### config.mk
export PLATFORM = sky130hd
export DESIGN_NAME = prefetch_buffer
export DESIGN_NICKNAME = d
export VERILOG_FILES = /design/src/rtl/prefetch_buffer.sv
export SDC_FILE = /design/constraint.sdc
export NUM_CORES = 1
export LEC_CHECK = 0
export ABC_AREA = 1
export BUFFER_PORTS_ARGS = -buffer_cell sky130_fd_sc_hd__clkbuf_2
export CAP_MARGIN = 40
export CORE_ASPECT_RATIO = 0.7
export CORE_MARGIN = 2
export CORE_UTILIZATION = 50
export CTS_CLUSTER_SIZE = 14
export DETAILED_ROUTE_END_ITERATION = 10
export PLACE_DENSITY = 0.84
export SYNTH_ARGS = -nofsm -noshare
export SYNTH_HDL_FRONTEND = slang
export SYNTH_SLANG_ARGS = --single-unit
### constraint.sdc
create_clock -name clk -period 3.33 [get_ports clk]
set_input_delay 0.333 -clock clk [delete_from_list [all_inputs] [get_ports clk]]
set_output_delay 0.333 -clock clk [all_outputs]
set_load 0.01 [all_outputs]
### src/rtl/prefetch_buffer.sv
// Instruction prefetch queue: fetches 32-bit words ahead of the PC into a small FIFO
// and realigns them into 16-bit compressed or 32-bit instructions for the IF stage.
module prefetch_buffer #(
  parameter int unsigned DEPTH    = 4,
  parameter logic [31:0] RESET_PC = 32'h0000_0000
) (
  input  logic        clk,
  input  logic        rst,
  input  logic        flush_i,
  input  logic [31:0] flush_pc_i,
  output logic        req_o,
  output logic [31:0] addr_o,
  input  logic        ack_i,
  input  logic [31:0] rdata_i,
  output logic        instr_valid_o,
  output logic [31:0] instr_o,
  output logic [31:0] instr_pc_o,
  output logic        instr_is_c_o,
  input  logic        instr_ready_i
);

  localparam int unsigned AW = $clog2(DEPTH);
  localparam logic [AW-1:0] PTR_ONE  = AW'(1);
  localparam logic [AW:0]   CNT_ONE  = (AW+1)'(1);
  localparam logic [AW:0]   CNT_TWO  = (AW+1)'(2);
  localparam logic [AW:0]   CNT_FULL = (AW+1)'(DEPTH);

  typedef enum logic [1:0] {IDLE, REQ, DISCARD} FetchState;

  FetchState     r_state, w_stateNext;
  logic [31:0]   r_addr, w_addrNext;
  logic [31:0]   r_pendAddr, w_pendAddrNext;
  logic [31:0]   r_mem [DEPTH];
  logic [AW-1:0] r_rdPtr, r_wrPtr;
  logic [AW:0]   r_count;
  logic          r_hwOff;
  logic [31:0]   r_pc;

  logic [31:0] w_head, w_flushWord, w_flushPc;
  logic [15:0] w_lo, w_nextLo;
  logic        w_isC, w_valid, w_consume, w_push, w_pop;

  assign w_flushWord = flush_pc_i & 32'hFFFF_FFFC;
  assign w_flushPc   = flush_pc_i & 32'hFFFF_FFFE;

  assign w_head    = r_mem[r_rdPtr];
  assign w_nextLo  = r_mem[r_rdPtr + PTR_ONE][15:0];
  assign w_lo      = r_hwOff ? w_head[31:16] : w_head[15:0];
  assign w_isC     = (w_lo[1:0] != 2'b11);
  // A 32-bit instruction starting in the upper half needs the following word too.
  assign w_valid   = (r_count != '0) && (w_isC || !r_hwOff || (r_count >= CNT_TWO));
  assign w_consume = w_valid && instr_ready_i;
  assign w_pop     = w_consume && (!w_isC || r_hwOff);
  assign w_push    = (r_state == REQ) && ack_i && !flush_i;

  assign req_o         = (r_state == REQ) || (r_state == DISCARD);
  assign addr_o        = r_addr;
  assign instr_valid_o = w_valid;
  assign instr_pc_o    = r_pc;
  assign instr_is_c_o  = w_isC;

  always_comb begin
    instr_o = w_head;
    if (w_isC)
      instr_o = {16'h0000, w_lo};
    else if (r_hwOff)
      instr_o = {w_nextLo, w_head[31:16]};
  end

  always_comb begin
    w_stateNext    = r_state;
    w_addrNext     = r_addr;
    w_pendAddrNext = r_pendAddr;
    case (r_state)
      IDLE: begin
        if (flush_i) begin
          w_addrNext  = w_flushWord;
          w_stateNext = REQ;
        end else if (r_count != CNT_FULL) begin
          w_stateNext = REQ;
        end
      end
      REQ: begin
        if (ack_i) begin
          if (flush_i) begin
            w_addrNext = w_flushWord;
          end else begin
            w_addrNext  = r_addr + 32'd4;
            w_stateNext = IDLE;
          end
        end else if (flush_i) begin
          w_pendAddrNext = w_flushWord;
          w_stateNext    = DISCARD;
        end
      end
      DISCARD: begin
        // The outstanding response belongs to the old stream and is dropped.
        if (ack_i) begin
          w_addrNext  = flush_i ? w_flushWord : r_pendAddr;
          w_stateNext = REQ;
        end else if (flush_i) begin
          w_pendAddrNext = w_flushWord;
        end
      end
      default: w_stateNext = IDLE;
    endcase
  end

  always_ff @(posedge clk or posedge rst) begin
    if (rst) begin
      r_state    <= IDLE;
      r_addr     <= RESET_PC & 32'hFFFF_FFFC;
      r_pendAddr <= RESET_PC & 32'hFFFF_FFFC;
    end else begin
      r_state    <= w_stateNext;
      r_addr     <= w_addrNext;
      r_pendAddr <= w_pendAddrNext;
    end
  end

  always_ff @(posedge clk or posedge rst) begin
    if (rst) begin
      r_rdPtr <= '0;
      r_wrPtr <= '0;
      r_count <= '0;
      r_hwOff <= 1'b0;
      r_pc    <= RESET_PC;
    end else if (flush_i) begin
      r_rdPtr <= '0;
      r_wrPtr <= '0;
      r_count <= '0;
      r_hwOff <= flush_pc_i[1];
      r_pc    <= w_flushPc;
    end else begin
      if (w_push)
        r_wrPtr <= r_wrPtr + PTR_ONE;
      if (w_pop)
        r_rdPtr <= r_rdPtr + PTR_ONE;
      if (w_push && !w_pop)
        r_count <= r_count + CNT_ONE;
      else if (w_pop && !w_push)
        r_count <= r_count - CNT_ONE;
      if (w_consume) begin
        r_pc <= r_pc + (w_isC ? 32'd2 : 32'd4);
        if (w_isC)
          r_hwOff <= !r_hwOff;
      end
    end
  end

  always_ff @(posedge clk) begin
    if (w_push)
      r_mem[r_wrPtr] <= rdata_i;
  end

endmodule
# After elaboration in Yosys (flattened, before gate mapping)
# Memories as Yosys holds them, arrays and structs flattened.
# Cells that the tools add are included.
dict set report op_classes {
  addsub 6
  n_lt_le_gt_ge 1
  n_eq_ne 10
  muxes 31
  bitwise 1
  n_reduce_logical 29
}
# op count
set ops {}
lappend ops {{$mux W32} 9}
lappend ops {{$pmux W32 S3} 1}
lappend ops {{$add A32 B3 Y32} 1}
lappend ops {{$add A32 B3 Y32 const B} 1}
lappend ops {{$mux W2} 10}
lappend ops {{$mux W16} 1}
lappend ops {{$mux W3} 4}
lappend ops {{$ne A3 B3 Y1 const B} 4}
lappend ops {{$reduce_bool A3 Y1} 3}
lappend ops {{$ne A2 B2 Y1 const B} 4}
lappend ops {{$reduce_and A4 Y1} 2}
lappend ops {{$reduce_bool A2 Y1} 4}
lappend ops {{$logic_and A1 B1 Y1} 7}
lappend ops {{$pmux W2 S3} 1}
lappend ops {{$logic_not A1 Y1} 5}
lappend ops {{$mux W1} 5}
lappend ops {{$add A2 B1 Y2 const B} 2}
lappend ops {{$logic_or A1 B1 Y1} 4}
lappend ops {{$reduce_and A2 Y1} 2}
lappend ops {{$add A3 B1 Y3 const B} 1}
lappend ops {{$ge A3 B2 Y1 const B} 1}
lappend ops {{$sub A3 B1 Y3 const B} 1}
lappend ops {{$eq A2 B1 Y1 const B} 1}
lappend ops {{$eq A2 B2 Y1 const B} 1}
lappend ops {{other kinds (3)} 3}
dict set report totals {
  ff_bits 106
  ram_bits 128
  inputBits 69
  memories 1
}
# name depth word_bits read_ports rd_clocked_by_memory_dff wr line_no
set memory_table {}
lappend memory_table {r_mem 4 32 2 0 1 33} ;# logic [31:0] r_mem [DEPTH];

# Logic depth before layout (Yosys ltp)
# Gate-level depths: netlist of run 1.
# An unclocked memory read counts as a cell.
dict set report depth {
  word_depth 12
  mapped_depth 22
}

# Least setup slack after synthesis of run 1
# OpenSTA, ideal clock, no wires.
dict set report synth_path {
  path_type {flip-flop to flip-flop}
  startpoint {reg r_rdPtr[0]}
  endpoint {reg r_pc[17], in the netlist instr_pc_o[17]}
  setup_time_ns 0.131
  t_arrival_ns 3.216
  slack_ns -0.017
  stages_incl_launch_ff 23
  period_less_slack_ns 3.347
  path_cell_list {dfrtp_1 buf_6 inv_2 buf_6 nand2_1 nand3_1 nand2_1 nand2_1 nand2_4 nand2_4 clkbuf_1 ha_1 inv_1 fa_1 nor3_1 nand2_1 nor2_1 nand2_1 nor2_1 nand3_1 xor2_1 nand2_1 o211ai_1}
}
dict set report synth_between {
  elab_chain_len 8
  elab_cells_between_ends 12
  cone_classes {add/sub (1); eq/ne (1); mux (4); reduce/logical (5); memory (1)}
}
# element line_no
set synth_lines {}
lappend synth_lines {{start: declaration} 34} ;# logic [AW-1:0] r_rdPtr, r_wrPtr;
lappend synth_lines {{start signal: assignment} 138} ;# r_rdPtr <= r_rdPtr + PTR_ONE;
lappend synth_lines {{$mem_v2 Z4 W32 (*)} -}
lappend synth_lines {{$mux W16 (*)} 48} ;# assign w_lo = r_hwOff ? w_head[31:16] : w_head[15:0];
lappend synth_lines {{$ne A2 B2 Y1 (*)} 49} ;# assign w_isC = (w_lo[1:0] != 2'b11);
lappend synth_lines {{named net instr_is_c_o} 18} ;# output logic instr_is_c_o,
lappend synth_lines {{branches (longest 5 deep; another with $add A32 B3 Y32)} -}
lappend synth_lines {{end signal: assignment} 133} ;# r_pc <= w_flushPc;
lappend synth_lines {{end signal: assignment} 144} ;# r_pc <= r_pc + (w_isC ? 32'd2 : 32'd4);
lappend synth_lines {{end: declaration} 37} ;# logic [31:0] r_pc;
# Mark *: on every way through the listed nets, which the timed path passes. The select of a mux whose other input is x is not followed.
# A chain may end at the register's enable or synchronous reset.

# Final worst setup path of run 1
dict set report layout_path {
  startpoint {reg r_rdPtr[0]}
  endpoint {out instr_o[17]}
}
dict set report layout_between {
  elab_chain_len 4
  elab_cells_between_ends 6
  cone_classes {add/sub (1); eq/ne (1); mux (3); memory (1)}
}
# element line_no
set layout_lines {}
lappend layout_lines {{$add A2 B1 Y2 or $mem_v2 Z4 W32 (tied branches)} -}
lappend layout_lines {{$mem_v2 Z4 W32 (*)} -}
lappend layout_lines {{$mux W32 or $ne A2 B2 Y1 (tied branches)} {66, 49}}
lappend layout_lines {{$mux W32 (*)} 64} ;# if (w_isC)
lappend layout_lines {{end: declaration} 16} ;# output logic [31:0] instr_o,
# Mark *: on every way between the ends. The rest lies on a longest branch, timed or not.

==> results of run 1 <==
-- flip-flops by register name, indices dropped and copies added (netlist names) --
signal / count
r_hwOff: 1
r_count: 3
r_wrPtr: 2
r_pendAddr: 32
instr_pc_o: 31
r_mem: 128
addr_o: 32
r_rdPtr: 2
r_state: 2
-- per-stage QoR --
stage,setup WS [ps],utilization (%),setup TNS (ps)
after detailed placement,129,56.5,0
after global placement,261,56.5,0
after floorplan,183,-,0
final,173,60.1,0
after CTS,76.7,60.0,0
after global routing,-35.9,60.1,-35.9
-- logic make-up (layout without fill, tap and decap cells) --
group / count (synthesis) / count (layout) / share of synthesized area, %
other: 1 / 2 / 0.0306
flip-flops: 233 / 233 / 52.8
XOR/XNOR: 22 / 22 / 1.57
adder cells (fa/ha/maj): 13 / 13 / 1.45
AND/OR/NAND/NOR: 567 / 567 / 19.5
AO/OA/AOI/OAI: 358 / 358 / 17.7
buffers and inverters: 211 / 382 / 6.82
-- critical path: stages, from the launching register on --
cell	delay [ps]
dfrtp_2	440
buf_4	320
nor2_2	490
clkinv_1	310
o21ai_0	220
o211ai_1	100
a21oi_1	240
clkbuf_2	170
-- worst min path at each step --
stage,from,endpoint,slack [ps],cells after the start
2_1_floorplan,rdata_i[0],r_mem[0][0],430,0
3_3_place_gp,r_pendAddr[0],r_pendAddr[0],450,2
3_5_place_dp,r_pendAddr[0],r_pendAddr[0],470,2
4_1_cts,rdata_i[4],r_mem[1][4],10,1
5_1_grt,rdata_i[2],r_mem[0][2],8,1
6_report,rdata_i[4],r_mem[1][4],30,1
-- layer usage --
layer | routed length, um | up-vias | GRT usage [%]
li1 | - | 5172 | -
met1 | 14500 | 5327 | 39.4
met2 | 15400 | 769 | 40.3
met3 | 4250 | 106 | 6.50
met4 | 1490 | 0 | 10.2
met5 | 0 | - | 0
-- synth_stat cells, types with 6 or more instances --
cell	instances	area share, %
a211oi_1	6	0.37
a21oi_1	84	3.4
a221oi_1	13	0.93
a22oi_1	23	1.4
a31oi_1	10	0.51
a32o_1	15	1.2
buf_1	9	0.28
buf_2	10	0.41
clkbuf_1	45	1.4
dfrtp_1	105	21
edfxtp_1	128	31
ha_1	11	1.1
inv_1	135	4.1
nand2_1	358	11
nand3_1	47	1.9
nand4_1	17	0.87
nor2_1	95	2.9
nor2_2	6	0.31
nor3_1	23	0.94
nor4_1	8	0.41
o211ai_1	36	2.2
o21ai_0	135	5.5
o221ai_1	8	0.57
o22ai_1	15	0.77
xor2_1	18	1.3
-- placed cells by master, fill, tap and decap left out, types with 13 or more instances in the layout --
cell type,instances
nand2_1,358
clkbuf_2,165
o21ai_0,135
inv_1,134
edfxtp_1,128
dfrtp_1,104
nor2_1,89
a21oi_1,84
nand3_1,47
o211ai_1,36
buf_4,28
clkbuf_16,25
a22oi_1,23
nor3_1,21
xor2_1,18
nand4_1,17
o22ai_1,15
a32o_1,15
a221oi_1,13
-- what timing repair did --
| item | 4_1_cts | 5_1_grt |
|---|---|---|
| endpoints found under the setup margin | 0 | 7 |
| resized for setup | 0 | 6 |
| hold buffers | 1 | 0 |
| endpoints found under the hold margin | 55 | 0 |
-- final cells by class --
type / count / area [um^2]
clock buffer: 31 / 658
inverter: 141 / 534
multi-input combinational: 961 / 4970
antenna: 1 / 2.50
clock inverter: 13 / 169
sequential: 233 / 6470
tap: 318 / 398
timing repair buffer: 197 / 1110
fill: 1961 / 9510
-- report_power, final --
group	total [uW]	switching (uW)	internal (uW)
clock network	2840	1140	1710
registers	4140	514	3630
logic	4580	3050	1540
==> reports/metrics.csv, run 1 <==
metric;value;unit
insertion_delay;520;ps
cp-startpoint;r_rdPtr[0];
crit_end;instr_o[17];
slew_headroom;45.9;%
drv_slew;0;
start_util;51.4;%
path_max_fanout;60;
synth_cells;1405;
p_per_area;808;nW/um^2
ys_seq_area_share;52.8;%
synth_warnings;0;
htreeDepth;1;
design_area;14300;um^2
antenna_found_initial;1;
die-height;135;um
cts_setup_buffers;0;
core;23800;um^2
cts_root_buffer;clkbuf_16;
drt_iter0_drc;1612;
reg2reg_depth;18;
startpoint_type;flip-flop;
synthFlopType;edfxtp_1;
rsz0062_at_grt;yes;
wl_per_cell;18.8;um
fin_nets;1640;
whs;29.4;ps
port_buffers;165;
numCtsBuffers;24;
hpwlAfterDp;24400;um
postRouteAntennaNets;0;
status;finished clean;
grt_pass1_vias;10400;
drcViolationCount;0;
die-area;25800;um^2
syn_to_final_growth;16.9;%
first_pass_iters;7;
hold_path_class;in2reg;
avgSynthCellArea;8.72;um^2
via_count;11400;
cts.path.max_buffers;3;
syn-cell-area;12200;um^2
async_flop_share;45.1;%
grt_usage;27.3;%
critical_path_class;reg2out;
setup_viol;0;
synth_cell_type_count;45;
ys_ff_latch;233;
syn_nets;1487;
final.period_utilization;94.8;%
p_leak;0.00618;uW
arrival;2820;ps
rows;47;
final_cells;1895;
synth_edf_count;128;
boundaryPins;168;
maxCapViolCount;0;
grt_pass1_wl;55500;um
r2r-start;r_rdPtr[0];
overflow;0;
cts_tree;yes;
placed_area;13400;um^2
total_power;11600;uW
gp_congestion;0.936;
hold_viol_final;0;
ir_drop;513;uV
cts_sinks;233;
place_inst;1849;
grt_max_degree;61;
wirelength;35700;um
worst_slew_pin_slew;810;ps
end_kind;output pin;
drive_gt1_share;16.9;%
regToRegSetupSlack;220;ps
cp_data_required_time;3000;ps
clk_pin_slew;60;ps
rr_endpoint;instr_pc_o[25];
period_needed;3160;ps
clock.fmax;317;MHz
chipWidth;191;um
fin_skew;13.1;ps
viasPerCell;6.00;
Note: power is estimated with default switching activity, not from simulation.
==> inputs of run 2 (changes only) <==
==> constraint.sdc (replaced) <==
create_clock -name clk -period 3.33 [get_ports clk]
set_input_delay 0.1665 -clock clk [delete_from_list [all_inputs] [get_ports clk]]
set_output_delay 0.1665 -clock clk [all_outputs]
set_load 0.01 [all_outputs]
==> run 2 against run 1 <==
- clock-buffer cell count decreased by 5
- non-clock buffer count increased by 53
- register-to-register slack about the same
- sequential power about the same
- fmax decreased by 1.1%
- critical path type unchanged
- largest power group unchanged
==> reports/metrics.csv, run 2 (synthesis results as in run 1) <==
metric;value;unit;change
cts.path.max_buffers;3;;unchanged
antenna_found_initial;1;;unchanged
cp_data_required_time;3160;ps;was 3000 ps
setup_viol;0;;unchanged
ir_drop;546;uV;was 513 uV
numCtsBuffers;24;;unchanged
pre_cts_ws;130;ps;was 129 ps
path_max_fanout;60;;unchanged
grt_pass1_vias;10800;;was 10400
critical_path_class;reg2out;;unchanged
whs;11.4;ps;was 29.4 ps
gp_congestion;0.917;;was 0.936
top_layer;met4;;unchanged
postRouteAntennaNets;0;;unchanged
worstPathCellList;buf_4 -> nor2_2 -> clkinv_1 -> o21ai_0 -> o211ai_1 -> a21oi_1 -> clkbuf_2;;unchanged
fin_skew;6.15;ps;was 13.1 ps
hpwlAfterDp;24300;um;was 24400 um
wirelength;36700;um;was 35700 um
fin_nets;1693;;was 1640
cp_slowest_stage_delay;510;ps;was 490 ps
first_pass_iters;5;;was 7
insertion_delay;530;ps;was 520 ps
arrival;3030;ps;was 2820 ps
boundaryPins;168;;unchanged
chipWidth;191;um;unchanged
met2_length;16200;um;was 15400 um
port_buffers;165;;unchanged
via_count;11700;;was 11400
p_leak;0.00637;uW;was 0.00618 uW
final.period_utilization;95.9;%;was 94.8%
slowest_stage;dfrtp_2;;was nor2_2
crit_buf_inv;3;;unchanged
p_per_area;782;nW/um^2;was 808 nW/um^2
fin_util;62.2;%;was 60.1%
largest_reg_flops;128;;unchanged
clock.fmax;313;MHz;was 317 MHz
drcViolationCount;0;;unchanged
fin_ws;138;ps;was 173 ps
drv_slew;0;;unchanged
die-height;135;um;unchanged
final.setup.tns;0;ps;unchanged
viasPerCell;6.03;;was 6.00
htreeDepth;1;;unchanged
hold_viol_final;0;;unchanged
top_register;r_mem;;unchanged
cts_root_buffer;clkbuf_16;;unchanged
grt_usage;27.9;%;was 27.3%
cts_tree;yes;;unchanged
mostFrequentLayoutCells;nand2_1 (358), clkbuf_2 (165), o21ai_0 (135), inv_1 (134), edfxtp_1 (128);;unchanged
overflow;0;;unchanged
worst_slew_pin_slew;750;ps;was 810 ps
cts_sinks;233;;unchanged
period_needed;3190;ps;was 3160 ps
maxCapViolCount;0;;unchanged
total_power;11600;uW;about the same
path_delay_family;buffers and inverters;;unchanged
startpoint_type;flip-flop;;unchanged
drive_gt1_share;16.3;%;was 16.9%
final_common_cell;nand2_1;;unchanged
rsz0062_at_grt;yes;;unchanged
drt_iter0_drc;1559;;was 1612
core;23800;um^2;unchanged
grt_max_degree;64;;was 61
start_util;51.4;%;unchanged
wl_per_cell;18.8;um;about the same
nFillCells;1838;;was 1961
clk_pin_slew;70;ps;was 60 ps
slew_headroom;49.7;%;was 45.9%
end_kind;output pin;;unchanged
status;finished clean;;unchanged
die-area;25800;um^2;unchanged
grt_pass1_wl;56700;um;was 55500 um
hold_path_class;in2reg;;unchanged
dr_wl_met3;4700;um;was 4250 um
syn_to_final_growth;20.9;%;was 16.9%
wl_met1;14300;um;was 14500 um
rows;47;;unchanged
run 2: cell types whose count changed in the layout (fill, tap and decap cells not counted), sizes merged:
| cell | before | now |
|---|---|---|
| buf | 31 | 29 |
| clkbuf | 196 | 191 |
| clkinv | 11 | 9 |
| clkinvlp | 1 | 6 |
| dlygate4sd3 | 1 | 56 |
| inv | 138 | 139 |
run 2: path summary, 6_finish.rpt:
kind                                 from              to  slack [ps]  cells after the start
max                            r_rdPtr[0]     instr_o[16]         140                      7
min in group asynchronous             rst      addr_o[20]         240                      3
max in group asynchronous             rst   r_pendAddr[1]        2350                      4
min                        flush_pc_i[24]      addr_o[24]          10                      5
max reg2reg                    r_rdPtr[0]  instr_pc_o[17]         210                     18
min reg2reg                 r_pendAddr[1]   r_pendAddr[1]         480                      2
run 2: metal layers:
layer | up-vias | track usage [%]
met5 | - | 0
met1 | 5461 | 38.9
li1 | 5292 | -
met2 | 871 | 42.7
met3 | 118 | 6.24
met4 | 0 | 10.6
run 2: where the power goes:
group          switching, uW  leakage [uW]  internal, uW
Clock                   1150      0.000377          1630
Sequential               527       0.00245          3630
Combinational           3070       0.00355          1560
Total                   4750       0.00637          6830
run 2: cell type report:
type                            instances  area (um^2)  share of cell area (%)
Clock buffer                           26          608                    4.11
Clock inverter                         17          203                    1.37
Tap cell                              318          398                    2.69
Antenna cell                            1         2.50                  0.0169
Sequential cell                       233         6470                    43.7
Inverter                              141          534                    3.61
Multi-Input combinational cell        961         4970                    33.6
Timing Repair Buffer                  250         1620                    10.9
run 2: tightest hold or removal path: stages:
cell,delay (ps)
clkbuf_2,90
nor2_1,40
nor2_1,90
nand2_1,50
o21ai_0,60
run 2: metrics by stage:
| stage | area (um^2) | std cells |
|---|---|---|
| after floorplan | 12200 | 1405 |
| final | 14800 | 1947 |
| after detailed placement | 13400 | 1847 |
| after global placement | 13400 | 1847 |
| after global routing | 14800 | 1947 |
| after CTS | 14800 | 1946 |
run 2: timing repair:
item                                    CTS  global route
gates resized for setup                   0             6
hold endpoints to repair                214             0
buffers inserted                          0             0
endpoints found under the setup margin    0            14
hold buffers                             56             0
==> inputs of run 3 (changes only) <==
--- a/config.mk
+++ b/config.mk
@@ -8,7 +8,7 @@
 export ABC_AREA = 1
 export BUFFER_PORTS_ARGS = -buffer_cell sky130_fd_sc_hd__clkbuf_2
 export CAP_MARGIN = 40
-export CORE_ASPECT_RATIO = 0.7
+export CORE_ASPECT_RATIO = 0.8
 export CORE_MARGIN = 2
 export CORE_UTILIZATION = 50
 export CTS_CLUSTER_SIZE = 14
==> run 3 against run 2 <==
- via count decreased by 0.94%
- first-iteration DRC count decreased by 3.0%
- critical endpoint is now instr_pc_o[17]
- sequential share of layout area about the same
==> reports/metrics.csv, run 3 (synthesis results as in run 1) <==
metric;value;unit;change
status;finished clean;;unchanged
cp_slowest_stage_delay;460;ps;was 510 ps
wl_per_cell;18.7;um;was 18.8 um
drcViolationCount;0;;unchanged
maxCapViolCount;0;;unchanged
grt_usage;27.9;%;about the same
drive_gt1_share;16.3;%;about the same
numCtsBuffers;25;;was 24
setup_viol;0;;unchanged
fin_nets;1690;;was 1693
die-area;25800;um^2;about the same
clk_pin_slew;60;ps;was 70 ps
syn_to_final_growth;20.8;%;was 20.9%
antenna_found_initial;1;;unchanged
placed_area;13400;um^2;about the same
wirelength;36300;um;was 36700 um
cp_data_required_time;3730;ps;was 3160 ps
p_per_area;786;nW/um^2;was 782 nW/um^2
fin_skew;15.7;ps;was 6.15 ps
slowest_stage;fa_1;;was dfrtp_2
p_leak;0.00638;uW;was 0.00637 uW
drt_iter0_drc;1512;;was 1559
cts_sinks;233;;unchanged
total_power;11600;uW;about the same
startpoint_type;flip-flop;;unchanged
grt_max_degree;66;;was 64
insertion_delay;530;ps;about the same
cts.path.max_buffers;3;;unchanged
boundaryPins;168;;unchanged
first_pass_iters;6;;was 5
pre_cts_ws;166;ps;was 130 ps
grt_pass1_wl;56500;um;was 56700 um
core;24200;um^2;was 23800 um^2
nFillCells;1882;;was 1838
fin_ws;180;ps;was 138 ps
grt_pass1_vias;10900;;was 10800
hpwlAfterDp;23300;um;was 24300 um
worst_slew_pin_slew;777;ps;was 750 ps
rsz0062_at_grt;yes;;unchanged
largest_reg_flops;128;;unchanged
die-height;144;um;was 135 um
final.period_utilization;94.6;%;was 95.9%
hold_path_class;in2reg;;unchanged
start_util;50.6;%;was 51.4%
design_area;14800;um^2;about the same
clock.fmax;317;MHz;was 313 MHz
cts_tree;yes;;unchanged
path_max_fanout;16;;was 60
slew_headroom;48.1;%;was 49.7%
viasPerCell;5.98;;was 6.03
gp_congestion;0.931;;was 0.917
critical_path_class;reg2reg;;was reg2out
multi_input_area;4990;um^2;was 4970 um^2
overflow;0;;unchanged
arrival;3550;ps;was 3030 ps
final.setup.tns;0;ps;unchanged
worstPathCellList;buf_6 -> nand2_1 -> nand3_1 -> nand3_2 -> nand2_4 -> nand2_4 -> ha_1 -> inv_1 -> fa_1 -> nor3_2 -> nand2_1 -> nor2_1 -> nand2_1 -> nor2_4 -> nand3_1 -> xor2_1 -> nand2_1 -> o211ai_1;;was buf_4 -> nor2_2 -> clkinv_1 -> o21ai_0 -> o211ai_1 -> a21oi_1 -> clkbuf_2
final_common_cell;nand2_1;;unchanged
via_count;11600;;was 11700
postRouteAntennaNets;0;;unchanged
chipWidth;179;um;was 191 um
ir_drop;532;uV;was 546 uV
htreeDepth;1;;unchanged
end_kind;flip-flop;;was output pin
top_register;r_mem;;unchanged
cts_root_buffer;clkbuf_16;;unchanged
port_buffers;165;;unchanged
drv_slew;0;;unchanged
mostFrequentLayoutCells;nand2_1 (358), clkbuf_2 (165), o21ai_0 (135), inv_1 (134), edfxtp_1 (128);;unchanged
period_needed;3150;ps;was 3190 ps
rows;51;;was 47
cts_setup_buffers;0;;unchanged
fin_util;61.2;%;was 62.2%
seqCellArea;6470;um^2;unchanged
hold_viol_final;0;;unchanged
crit_top_cell;nand2_1;;
run 3: report_power, final:
part	switching, uW	internal (uW)
logic	3090	1580
clock network	1160	1650
registers	524	3630
run 3: critical path, delay by kind of cell (launching register included):
| kind | cells | cell delay (ps) |
|---|---|---|
| AO/OA/AOI/OAI | 1 | 80 |
| AND/OR/NAND/NOR | 12 | 1490 |
| adder cells (fa/ha/maj) | 2 | 640 |
| XOR/XNOR | 1 | 170 |
| buffers and inverters | 2 | 230 |
| flip-flops | 1 | 430 |
run 3: worst paths after layout:
| kind | from | slack [ps] | cells after the start | end |
|---|---|---|---|---|
| worst max register to register | r_rdPtr[0] | 180 | 18 | instr_pc_o[17] |
| worst max-delay path | r_rdPtr[0] | 180 | 18 | instr_pc_o[17] |
| max in group asynchronous | rst | 2240 | 4 | instr_pc_o[18] |
| worst min register to register | r_pendAddr[1] | 470 | 2 | r_pendAddr[1] |
| min in group asynchronous | rst | 350 | 3 | addr_o[2] |
| worst min-delay path | flush_pc_i[16] | 9 | 3 | addr_o[16] |
run 3: routing by layer:
metal / vias to the layer above / global-route usage, % / routed length [um]
met4: 0 / 11.6 / 1490
met5: - / 0 / 0
met2: 818 / 44.3 / 16600
li1: 5265 / - / -
met3: 125 / 4.15 / 3980
met1: 5424 / 38.7 / 14200
run 3: layout make-up:
class                           count  area share (%)
Clock buffer                       32            4.54
Tap cell                          318            2.69
Antenna cell                        1          0.0169
Timing Repair Buffer              246            10.7
Inverter                          141            3.61
Multi-Input combinational cell    961            33.7
Clock inverter                     13           0.964
Sequential cell                   233            43.8
run 3: stage by stage:
step           cells  hold slack [ps]
6_report        1945             9.20
4_1_cts         1944             1.10
3_5_place_dp    1848              333
5_1_grt         1945             17.6
3_3_place_gp    1848              327
2_1_floorplan   1405              265
run 3: repair_timing:
action                                  CTS  global route
endpoints found under the setup margin    0             8
endpoints found under the hold margin   212             0
hold buffers                             51             0
gates resized for setup                   0             8
